**src/rtl/mul_cell_arbiter.sv**
```systemverilog
// rtl/mul_cell_arbiter.sv - two-requester round-robin front end for an external two-stage multiply cell

module mul_cell_arbiter #(
  parameter int CNT_W = 16
) (
  input  logic             clk,
  input  logic             reset_n,
  input  logic             r0_valid,
  output logic             r0_ready,
  input  logic [31:0]      r0_src1,
  input  logic [31:0]      r0_src2,
  input  logic             r0_src1_signed,
  input  logic             r0_src2_signed,
  input  logic             r0_hi,
  input  logic             r1_valid,
  output logic             r1_ready,
  input  logic [31:0]      r1_src1,
  input  logic [31:0]      r1_src2,
  input  logic             r1_src1_signed,
  input  logic             r1_src2_signed,
  input  logic             r1_hi,
  output logic             rsp_valid,
  input  logic             rsp_ready,
  output logic             rsp_id,
  output logic [31:0]      rsp_data,
  output logic [31:0]      mul_src1,
  output logic [31:0]      mul_src2,
  output logic             mul_src1_signed,
  output logic             mul_src2_signed,
  output logic             mul_m_en,
  output logic             mul_a_en,
  input  logic [63:0]      mul_result,
  input  logic             flush,
  output logic [CNT_W-1:0] ops_issued
);

  // Pipeline tracking for the cell's M (operand) and A (product) registers
  logic             r_v_m, r_id_m, r_hi_m;
  logic             r_v_a, r_id_a, r_hi_a;
  logic             r_last;
  logic [CNT_W-1:0] r_ops;

  logic w_gnt;
  logic w_hi;
  logic w_take;
  logic w_accept;

  // Round-robin choice: contention goes to whoever was not served last; idle selects requester 0
  always_comb begin
    w_gnt = 1'b0;
    if (r0_valid && r1_valid) begin
      w_gnt = ~r_last;
    end else if (r1_valid) begin
      w_gnt = 1'b1;
    end
  end

  // A frees when its result is consumed; M frees when empty or when A can take it
  assign mul_a_en = ~r_v_a | rsp_ready;
  assign mul_m_en = ~r_v_m | mul_a_en;

  // reset_n gates ready so nothing is accepted while the block is held in reset
  assign w_take   = mul_m_en & ~flush & reset_n;
  assign r0_ready = ~w_gnt & w_take;
  assign r1_ready = w_gnt & w_take;
  assign w_accept = (r0_valid & r0_ready) | (r1_valid & r1_ready);

  // Operands flow straight from the granted requester into the cell's input register
  always_comb begin
    mul_src1        = r0_src1;
    mul_src2        = r0_src2;
    mul_src1_signed = r0_src1_signed;
    mul_src2_signed = r0_src2_signed;
    w_hi            = r0_hi;
    if (w_gnt) begin
      mul_src1        = r1_src1;
      mul_src2        = r1_src2;
      mul_src1_signed = r1_src1_signed;
      mul_src2_signed = r1_src2_signed;
      w_hi            = r1_hi;
    end
  end

  assign rsp_valid  = r_v_a;
  assign rsp_id     = r_id_a;
  assign rsp_data   = r_hi_a ? mul_result[63:32] : mul_result[31:0];
  assign ops_issued = r_ops;

  // Stage valid/tag registers mirror the cell's enables; flush empties both stages
  always_ff @(posedge clk or negedge reset_n) begin
    if (!reset_n) begin
      r_v_m  <= 1'b0;
      r_id_m <= 1'b0;
      r_hi_m <= 1'b0;
      r_v_a  <= 1'b0;
      r_id_a <= 1'b0;
      r_hi_a <= 1'b0;
    end else if (flush) begin
      r_v_m <= 1'b0;
      r_v_a <= 1'b0;
    end else begin
      if (mul_m_en) begin
        r_v_m  <= w_accept;
        r_id_m <= w_gnt;
        r_hi_m <= w_hi;
      end
      if (mul_a_en) begin
        r_v_a  <= r_v_m;
        r_id_a <= r_id_m;
        r_hi_a <= r_hi_m;
      end
    end
  end

  // Round-robin pointer and issued-operation counter advance only on an accept
  always_ff @(posedge clk or negedge reset_n) begin
    if (!reset_n) begin
      r_last <= 1'b1;
      r_ops  <= '0;
    end else if (w_accept) begin
      r_last <= w_gnt;
      r_ops  <= r_ops + CNT_W'(1);
    end
  end

endmodule

```
**config.mk**
```make
export PLATFORM = sky130hd
export DESIGN_NAME = mul_cell_arbiter
export DESIGN_NICKNAME = d
export VERILOG_FILES = /design/src/rtl/mul_cell_arbiter.sv
export SDC_FILE = /design/constraint.sdc
export NUM_CORES = 1
export LEC_CHECK = 0
export BUFFER_PORTS_ARGS = -buffer_cell sky130_fd_sc_hd__buf_2
export CORE_AREA = 2 2 126 128
export DETAILED_ROUTE_END_ITERATION = 7
export DIE_AREA = 0 0 128 130
export PLACE_DENSITY = 0.54
export SKIP_CTS_REPAIR_TIMING = 1
export SLEW_MARGIN = 20
export SYNTH_ARGS = -nofsm -noshare
export SYNTH_HDL_FRONTEND = slang
export SYNTH_SLANG_ARGS = --single-unit
```
**constraint.sdc**
```tcl
create_clock -name clk -period 3.7 [get_ports clk]
set_input_delay 0.185 -clock clk [delete_from_list [all_inputs] [get_ports clk]]
set_output_delay 0.185 -clock clk [all_outputs]
set_load 0.03 [all_outputs]
```
==> impl_metrics.toml <==
[status]
status = "finished clean"

[power]
power_switching_mw = 0.658
p_comb_frac = 0.613
power_density_nw_per_um2 = 352
seqPwrFrac = 0.229
clkPwrFrac = 0.158
internal_power_mw = 0.788
power_leakage_nw = 2.16
p_sw_frac = 0.455
peakVddDrop_v = 0.000172

[sta]
tns_ns = 0
setup_violations = 0
tightestPinTransition_ns = 0.860
timing.hold.ws_ns = 0.233
fin_crit_sh = 0.616
period_needed_ns = 2.28
final_max_slew_viol_count = 0
fmax_mhz = 439
rsz0062_at_grt = "no"
maxSlewHeadroom = 0.427
skew_ns = 0.00386
hold_viol_final = 0

[setup_path]
cp_max_fo = 70
worstReg2RegEnd = "r_hi_m"
worst-r2r-setup-slack_ns = 1.88
crit_path_start_kind = "register"
rr_worst_depth = 4
cp_data_arrival_time_ns = 2.09
cp-end-kind = "primary output"
required_ns = 3.51
setup.worst_path.class = "reg2out"
worstReg2RegStart = "r_last"

[clock_tree]
cts_buffer_depth = 2
cts_sinks = 23
cts_tree = "yes"
h-tree-depth = 1
clk_pin_slew_worst_paths_ns = 0.06
ctsRootBufferMaster = "clkbuf_16"
cts_buffers = 3
clk_latency_ns = 0.25

[route]
via_per_inst = 3.97
wl_um = 10600
drt-wirelength-per-cell_um = 15.0
route.detailed.drc = 0
ant_nets = 0
drt_first_pass_iters = 4
drt_iter0_drc = 79
vias = 2816

[cells_and_area]
drive_above_1_share = 0.841
antenna_cells = 0
mostFrequentLayoutCells = "buf_2, mux2_2, dfrtp_1"
nets = 723
finalCoreUtilization = 0.266
area_growth_syn_to_layout_pct = 87.3
layout_commonest_cell = "buf_2"
stdcell_count = 709

[placement]
portBuffers = 323
dpl.hpwl_um = 9310
place_inst = 704
gp_congestion = 0.751

[logic_synthesis]
yosys_warnings = 0
netlist_area_sq_um = 2190
synth_edf_count = 0
synthArstFlopShare = 1.00
synthFlopType = "dfrtp_1"
synth_cell_types = 26
yosysSeqAreaShare = 0.263
avgSynthCellArea_sq_um = 11.0
synth-seq-cells = 23
synth.net_count = 404
syn_inst = 199

[grt]
antenna_found_initial = 1
grt_max_degree = 71
grt_pass1_vias = 2515
grt_pass1_wl_um = 13500
overflow = 0
track_usage = 0.107

[min_path]
hp-class = "in2reg"
hold_depth = 2
hold_end = "rsp_valid"
hold_start = "flush"

[die]
row_count = 46
die_area_sq_um = 16600
coreArea_sq_um = 15400
ios = 324
die_y_um = 130
start_util = 0.142
die_w_um = 128

[run]
drv_cap = 0
## through the flow
stage,area (sq um),setup slack (ns),total power [mW]
finish,4110,1.42,1.45
global route,4110,1.16,1.52
CTS,4100,1.41,1.46
detailed placement,4020,1.71,1.23
global placement,4020,1.72,1.23
floorplan,2190,2.10,0.933
## cell type report
| class | instances | area, sq um |
|---|---|---|
| sequential | 23 | 577 |
| tap | 192 | 240 |
| clock buffer | 4 | 78.8 |
| timing repair buffer | 326 | 1640 |
| inverter | 4 | 15.0 |
| multi-input combinational | 160 | 1550 |
| fill | 1691 | 11300 |
## synth_stat cells (2+ instances only)
cell / number / area, sq um
a21oi_1: 2 / 10.0
and3_1: 3 / 18.8
buf_2: 10 / 50.1
clkbuf_1: 2 / 7.51
dfrtp_1: 22 / 551
inv_1: 4 / 15.0
mux2_2: 102 / 1150
nand2_1: 5 / 18.8
nand3_1: 8 / 40.0
nand4_1: 6 / 37.5
nor2_1: 7 / 26.3
xnor2_1: 14 / 123
## power by group through the flow
stage | sequential [mW] | combinational, mW | clock, mW
finish | 0.332 | 0.886 | 0.228
global route | 0.338 | 0.940 | 0.243
CTS | 0.332 | 0.894 | 0.233
detailed placement | 0.335 | 0.891 | 0
global placement | 0.337 | 0.890 | 0
floorplan | 0.390 | 0.543 | 0
## critical path, cell delays in order (launching register included)
cell and delay, ns:
dfstp_2 0.38, a21boi_4 0.13, buf_4 0.65, mux2_2 0.43
buf_2 0.18
## registers in the layout, summed over array words and instances, names as in the netlist
signal,cells
rsp_id,1
rsp_valid,1
r_hi_m,1
r_id_m,1
r_v_m,1
r_hi_a,1
r_last,1
ops_issued,16
## worst max-delay path by stage
stage / from / endpoint / slack [ns] / cells after the start
6_report: r_last / mul_src1[18] / 1.42 / 4
5_1_grt: reset_n / ops_issued[15] / 1.16 / 6
2_1_floorplan: rsp_valid / r0_ready / 2.10 / 4
4_1_cts: r_last / mul_src1[25] / 1.41 / 4
3_5_place_dp: r_last / mul_src1[18] / 1.71 / 4
3_3_place_gp: r_last / mul_src2[21] / 1.72 / 4
## cell families (layout without fill, tap and decap cells)
family / count (synthesis) / in the layout / synth area share
mux: 103 / 103 / 0.529
simple gates: 36 / 36 / 0.0959
flops: 23 / 23 / 0.263
buf+inv: 16 / 334 / 0.0331
xor+xnor: 15 / 15 / 0.0599
compound gates: 5 / 5 / 0.0137
fa+ha+maj: 1 / 1 / 0.00571
## routing by layer
metal / part of all wire / vias up / track usage
li1: - / 1365 / -
met2: 0.50 / 206 / 0.198
met3: 0.088 / 4 / 0.0156
met5: 0 / - / 0
met1: 0.41 / 1241 / 0.136
met4: 0.0043 / 0 / 0.0116
Power figures use the tool's default switching activity.
